**config.mk**
```make
export PLATFORM = sky130hd
export DESIGN_NAME = branch_resolve
export DESIGN_NICKNAME = d
export VERILOG_FILES = /design/src/rtl/branch_pkg.sv /design/src/rtl/branch_cmp.sv /design/src/rtl/branch_resolve.sv
export SDC_FILE = /design/constraint.sdc
export NUM_CORES = 1
export LEC_CHECK = 0
export ABC_AREA = 1
export CORE_AREA = 2 2 115 129
export CTS_CLUSTER_SIZE = 20
export DETAILED_ROUTE_END_ITERATION = 8
export DIE_AREA = 0 0 117 131
export PLACE_DENSITY = 0.83
export SYNTH_ARGS = -nofsm -noshare
export SYNTH_HDL_FRONTEND = slang
export SYNTH_SLANG_ARGS = --single-unit
```
**constraint.sdc**
```tcl
create_clock -name clk -period 3.3 [get_ports clk]
set_input_delay 0.495 -clock clk [delete_from_list [all_inputs] [get_ports clk]]
set_output_delay 0.495 -clock clk [all_outputs]
set_load 0.05 [all_outputs]
```
**src/rtl/branch_pkg.sv**
```systemverilog
// Shared definitions for the branch resolution unit.
// Holds the RV32I B-format funct3 encodings, the decoded branch-op enum
// and the helper function that maps a funct3 value to a branch op.
package branch_pkg;

    localparam logic [2:0] F3_BEQ  = 3'b000;
    localparam logic [2:0] F3_BNE  = 3'b001;
    localparam logic [2:0] F3_BLT  = 3'b100;
    localparam logic [2:0] F3_BGE  = 3'b101;
    localparam logic [2:0] F3_BLTU = 3'b110;
    localparam logic [2:0] F3_BGEU = 3'b111;

    typedef enum logic [2:0] {
        OP_EQ  = 3'd0,
        OP_NE  = 3'd1,
        OP_LT  = 3'd2,
        OP_GE  = 3'd3,
        OP_LTU = 3'd4,
        OP_GEU = 3'd5,
        OP_ILL = 3'd6
    } br_op_e;

    // 010 and 011 are not branch encodings and decode to OP_ILL.
    function automatic br_op_e decode_funct3(input logic [2:0] f3);
        br_op_e op;
        case (f3)
            F3_BEQ:  op = OP_EQ;
            F3_BNE:  op = OP_NE;
            F3_BLT:  op = OP_LT;
            F3_BGE:  op = OP_GE;
            F3_BLTU: op = OP_LTU;
            F3_BGEU: op = OP_GEU;
            default: op = OP_ILL;
        endcase
        return op;
    endfunction

endpackage

```
**src/rtl/branch_cmp.sv**
```systemverilog
// Combinational operand comparator for branch resolution.
// Ports:
//   a_i, b_i     operands (XLEN bits)
//   unsigned_i   1 = unsigned less-than, 0 = signed less-than
//   eq_o         a_i == b_i
//   lt_o         a_i < b_i under the selected signedness
module branch_cmp #(
    parameter int XLEN = 32
) (
    input  logic [XLEN-1:0] a_i,
    input  logic [XLEN-1:0] b_i,
    input  logic            unsigned_i,
    output logic            eq_o,
    output logic            lt_o
);

    always_comb begin
        eq_o = (a_i == b_i);
        if (unsigned_i) begin
            lt_o = (a_i < b_i);
        end else begin
            lt_o = ($signed(a_i) < $signed(b_i));
        end
    end

endmodule

```
**src/rtl/branch_resolve.sv**
```systemverilog
// Branch resolution unit: decodes funct3, compares operands, decides the
// branch direction, flags a mispredict and produces the corrected next PC.
// Results sit in a single output register (1-cycle latency) behind a
// valid/ready handshake, with saturating statistics counters.
// Ports:
//   clk, rst                  clock, synchronous active-high reset
//   in_valid/in_ready         request handshake
//   in_funct3, in_rs1/rs2     branch type and compare operands
//   in_pc, in_imm             branch PC and sign-extended offset
//   in_pred_taken             front-end prediction
//   flush                     drop held result and any incoming request
//   out_valid/out_ready       result handshake
//   out_taken/redirect/illegal, out_redirect_pc   registered result
//   cnt_branch, cnt_mispred   saturating statistics counters
module branch_resolve
    import branch_pkg::*;
#(
    parameter int XLEN  = 32,
    parameter int CNT_W = 16
) (
    input  logic             clk,
    input  logic             rst,
    input  logic             in_valid,
    output logic             in_ready,
    input  logic [2:0]       in_funct3,
    input  logic [XLEN-1:0]  in_rs1,
    input  logic [XLEN-1:0]  in_rs2,
    input  logic [XLEN-1:0]  in_pc,
    input  logic [XLEN-1:0]  in_imm,
    input  logic             in_pred_taken,
    input  logic             flush,
    output logic             out_valid,
    input  logic             out_ready,
    output logic             out_taken,
    output logic             out_redirect,
    output logic             out_illegal,
    output logic [XLEN-1:0]  out_redirect_pc,
    output logic [CNT_W-1:0] cnt_branch,
    output logic [CNT_W-1:0] cnt_mispred
);

    localparam logic [CNT_W-1:0] CNT_MAX = {CNT_W{1'b1}};

    logic             valid_q,    valid_d;
    logic             taken_q,    taken_d;
    logic             redirect_q, redirect_d;
    logic             illegal_q,  illegal_d;
    logic [XLEN-1:0]  rpc_q,      rpc_d;
    logic [CNT_W-1:0] cnt_br_q,   cnt_br_d;
    logic [CNT_W-1:0] cnt_mp_q,   cnt_mp_d;

    br_op_e          op;
    logic            cmp_unsigned;
    logic            cmp_eq;
    logic            cmp_lt;
    logic            taken_c;
    logic            illegal_c;
    logic            redirect_c;
    logic [XLEN-1:0] target;
    logic [XLEN-1:0] fallthrough;
    logic            accept;
    logic            out_hs;
    logic            count_en;

    assign op           = decode_funct3(in_funct3);
    assign cmp_unsigned = (op == OP_LTU) || (op == OP_GEU);

    branch_cmp #(
        .XLEN(XLEN)
    ) u_cmp (
        .a_i       (in_rs1),
        .b_i       (in_rs2),
        .unsigned_i(cmp_unsigned),
        .eq_o      (cmp_eq),
        .lt_o      (cmp_lt)
    );

    always_comb begin
        taken_c   = 1'b0;
        illegal_c = 1'b0;
        case (op)
            OP_EQ:   taken_c = cmp_eq;
            OP_NE:   taken_c = !cmp_eq;
            OP_LT,
            OP_LTU:  taken_c = cmp_lt;
            OP_GE,
            OP_GEU:  taken_c = !cmp_lt;
            default: illegal_c = 1'b1;
        endcase
    end

    assign target      = in_pc + in_imm;
    assign fallthrough = in_pc + XLEN'(4);
    // An illegal op never redirects, whatever the prediction said.
    assign redirect_c  = !illegal_c && (taken_c ^ in_pred_taken);

    // No skid buffer: ready simply follows the output register's state.
    assign in_ready = !valid_q || out_ready;
    assign accept   = in_valid && in_ready;
    assign out_hs   = valid_q && out_ready;
    assign count_en = out_hs && !illegal_q;

    always_comb begin
        valid_d    = valid_q;
        taken_d    = taken_q;
        redirect_d = redirect_q;
        illegal_d  = illegal_q;
        rpc_d      = rpc_q;
        cnt_br_d   = cnt_br_q;
        cnt_mp_d   = cnt_mp_q;

        if (flush) begin
            // Flush discards both the held result (uncounted) and any
            // request accepted in this cycle.
            valid_d = 1'b0;
        end else begin
            if (count_en) begin
                if (cnt_br_q != CNT_MAX) begin
                    cnt_br_d = cnt_br_q + CNT_W'(1);
                end
                if (redirect_q && (cnt_mp_q != CNT_MAX)) begin
                    cnt_mp_d = cnt_mp_q + CNT_W'(1);
                end
            end
            if (accept) begin
                valid_d    = 1'b1;
                taken_d    = taken_c;
                redirect_d = redirect_c;
                illegal_d  = illegal_c;
                rpc_d      = taken_c ? target : fallthrough;
            end else if (out_hs) begin
                valid_d = 1'b0;
            end
        end
    end

    always_ff @(posedge clk) begin
        if (rst) begin
            valid_q    <= 1'b0;
            taken_q    <= 1'b0;
            redirect_q <= 1'b0;
            illegal_q  <= 1'b0;
            rpc_q      <= '0;
            cnt_br_q   <= '0;
            cnt_mp_q   <= '0;
        end else begin
            valid_q    <= valid_d;
            taken_q    <= taken_d;
            redirect_q <= redirect_d;
            illegal_q  <= illegal_d;
            rpc_q      <= rpc_d;
            cnt_br_q   <= cnt_br_d;
            cnt_mp_q   <= cnt_mp_d;
        end
    end

    assign out_valid       = valid_q;
    assign out_taken       = taken_q;
    assign out_redirect    = redirect_q;
    assign out_illegal     = illegal_q;
    assign out_redirect_pc = rpc_q;
    assign cnt_branch      = cnt_br_q;
    assign cnt_mispred     = cnt_mp_q;

endmodule

```
==> impl_metrics.toml <==
[place]
gp_congestion = 0.9844
dp_hpwl_um = 18100
port_buffers = 205

[layout]
area.growth.synth_to_final_pct = 36.00
fin_nets = 1523
layout_commonest_cell = "nand2_1"
num_antenna_cells = 0
fin_util_pct = 66.44
drive_above_1_share_pct = 4.012
final_cell_mix = "nand2_1 (272), clkdlybuf4s50_1 (204), inv_1 (169)"

[clocking]
clkTransAtPathRegs_ps = 50
clk_latency_ps = 320
cts_buffer_depth = 2
cts_made_buffers = 9
root_buffer = "clkbuf_16"
ctsResizeCount = 0
post_cts_buffers = 0
cts_max_level = 3
cts.sinks = 68
cts_tree = "built"
holdBufCountCts = 0

[floorplanning]
dieHeight_um = 131
die_w_um = 117
start_util_pct = 48.86
ios = 206
die-area_um2 = 15330
std_cell_rows = 46
fp.coreArea_um2 = 14100

[drt]
vias = 7898
viasPerCell = 5.220
wire_per_inst_um = 14.41
ant_nets = 0
first_pass_iters = 7
detailedRoute.firstIterationViolations = 662
wl_um = 21800
drcViolationCount = 0

[yosys]
syn-cell-area_um2 = 6889
ys_ff_latch = 68
syn_area_per_cell_um2 = 6.184
synth_edf_count = 0
ys_seq_area_share_pct = 19.76
synthCells = 1114
ys_types = 45
synthFlopType = "dfxtp_1"
yosysWarnings = 0
async_reset_ff_share_pct = 0
syn_nets = 1318

[min_path]
hp-class = "reg -> reg"
hold_end = "out_redirect_pc[1]$_SDFFE_PP0P_"
hold_path_depth = 2
min_from = "out_redirect_pc[1]$_SDFFE_PP0P_"

[outcome]
status = "completed"

[setup_path]
cp-start-kind = "input port"
crit_required_ps = 3570
rr_startpoint = "cnt_branch[0]$_SDFFE_PP0P_"
r2r_setup_slack_ps = 1200
critical_path_class = "in -> reg"
endpoint_kind = "register"
worstPathMaxFanout = 25
cp_common_cell = "nand2_1"
cpPeakStageDelay_ps = 450
rr_worst_depth = 13
cp.arrival_ps = 2940
cp_cell_sequence = "clkdlybuf4s50_1 > inv_1 > ha_1 > a21oi_1 > o21a_1 > nand2_1 > a21oi_1 > nand2_1 > nand2_1 > nand3_4 > nand2_4 > o21ai_0 > nand3_1 > nand2_1 > inv_1"
reg2reg_to = "cnt_branch[11]$_SDFFE_PP0P_"
slowest_stage = "clkdlybuf4s50_1"

[timing]
skew_ps = 4.134
slew_headroom_pct = 54.32
finalSetupViolCount = 0
tns_ps = 0
fin_crit_ps = 2667
fin_crit_sh_pct = 80.83
rsz0062_at_grt = "no"
hold_viol = 0
drv_slew = 0
tightest_slew_ps = 684.5
fmax_mhz = 374.9

[flow_run]
max_cap_violations = 0

[global_route]
first_global_vias = 7357
grt_antenna_before_repair = 0
grt_max_degree = 47
grt_usage_pct = 28.23
grt-ovfl-total = 0
grt_pass1_wl_um = 34310

[power]
cellLeakagePower_nw = 4.220
ir_worst_vdd_mv = 0.2069
power_density_nw_per_um2 = 301.2
[sequential cells by signal, indices dropped and copies added, names as in the netlist]
name / cells
out_redirect: 1
out_redirect_pc: 32
out_illegal: 1
out_valid: 1
cnt_mispred: 16
cnt_branch: 16
out_taken: 1
[metal layers]
metal	GRT usage, %	part of all wire (%)
met3	3.828	6.1
met2	50.83	50
met1	34.52	41
met4	9.273	2.8
met5	0	0
[how the worst max path moves through the flow]
| stage | start | slack (ps) | to | depth (start not counted) |
|---|---|---|---|---|
| after global placement | in_pc[14] | 380 | out_redirect_pc[27]$_SDFFE_PP0P_ | 13 |
| final | in_rs2[31] | 630 | out_redirect_pc[24]$_SDFFE_PP0P_ | 15 |
| after CTS | in_rs2[31] | 650 | out_redirect_pc[24]$_SDFFE_PP0P_ | 15 |
| after global routing | in_rs2[31] | 400 | out_redirect_pc[10]$_SDFFE_PP0P_ | 16 |
| after floorplan | in_rs2[31] | 1120 | out_redirect_pc[2]$_SDFFE_PP0P_ | 14 |
| after detailed placement | in_rs2[31] | 320 | out_redirect_pc[24]$_SDFFE_PP0P_ | 15 |
[worst max-delay path, delay by kind of cell]
kind            cells  cell delay, ps
fa+ha+maj           1             300
buf+inv             3             530
simple gates        7             890
compound gates      4             690
[Yosys cell counts (5+ instances only)]
| cell | number | share of area, % |
|---|---|---|
| nand3_2 | 8 | 1.2 |
| a21oi_1 | 82 | 6.0 |
| clkbuf_1 | 12 | 0.65 |
| xor2_1 | 29 | 3.7 |
| inv_1 | 169 | 9.2 |
| o21a_1 | 5 | 0.54 |
| o21bai_1 | 5 | 0.54 |
| o21ai_0 | 38 | 2.8 |
| nor2_1 | 143 | 7.8 |
| nand4_1 | 19 | 1.7 |
| dfxtp_1 | 68 | 20 |
| nor3_2 | 5 | 0.73 |
| nand3_1 | 85 | 6.2 |
| ha_1 | 66 | 12 |
| nand2_1 | 272 | 15 |
| nor4_1 | 9 | 0.82 |
| xnor2_1 | 27 | 3.4 |
| nor3_1 | 18 | 1.3 |
| a31oi_1 | 6 | 0.54 |
[cell families after synthesis]
kind of cell | count (synthesis) | synth area share [%]
buffers and inverters | 191 | 10.92
flip-flops | 68 | 19.76
AO/OA/AOI/OAI | 151 | 12.20
adder cells (fa/ha/maj) | 67 | 12.28
XOR/XNOR | 57 | 7.356
AND/OR/NAND/NOR | 580 | 37.49
[power by group]
| group | internal [W] | switching (W) | total (W) |
|---|---|---|---|
| Sequential | 0.000855 | 0.0000216 | 0.000877 |
| Clock | 0.000496 | 0.000316 | 0.000812 |
| Combinational | 0.000461 | 0.000671 | 0.00113 |
[metrics by stage]
stage,area [um2],cells,hold WS [ps],total power [W],setup WS [ps]
3_3_place_gp,9129,1500,452.2,0.001998,375.8
6_report,9369,1513,463.4,0.002822,632.6
4_1_cts,9369,1513,463.5,0.002815,653.6
3_5_place_dp,9129,1500,455.4,0.002010,324.9
5_1_grt,9369,1513,481.2,0.002973,399.7
2_1_floorplan,6889,1114,573.5,0.001598,1115
[cell type report]
type / count / area [um2]
Inverter: 174 / 653.1
Sequential cell: 68 / 1361
Tap cell: 192 / 240.2
Timing Repair Buffer: 211 / 2092
Clock buffer: 13 / 240.2
Fill cell: 1277 / 4732
Multi-Input combinational cell: 855 / 4782
(Power assumes the default switching activity.)
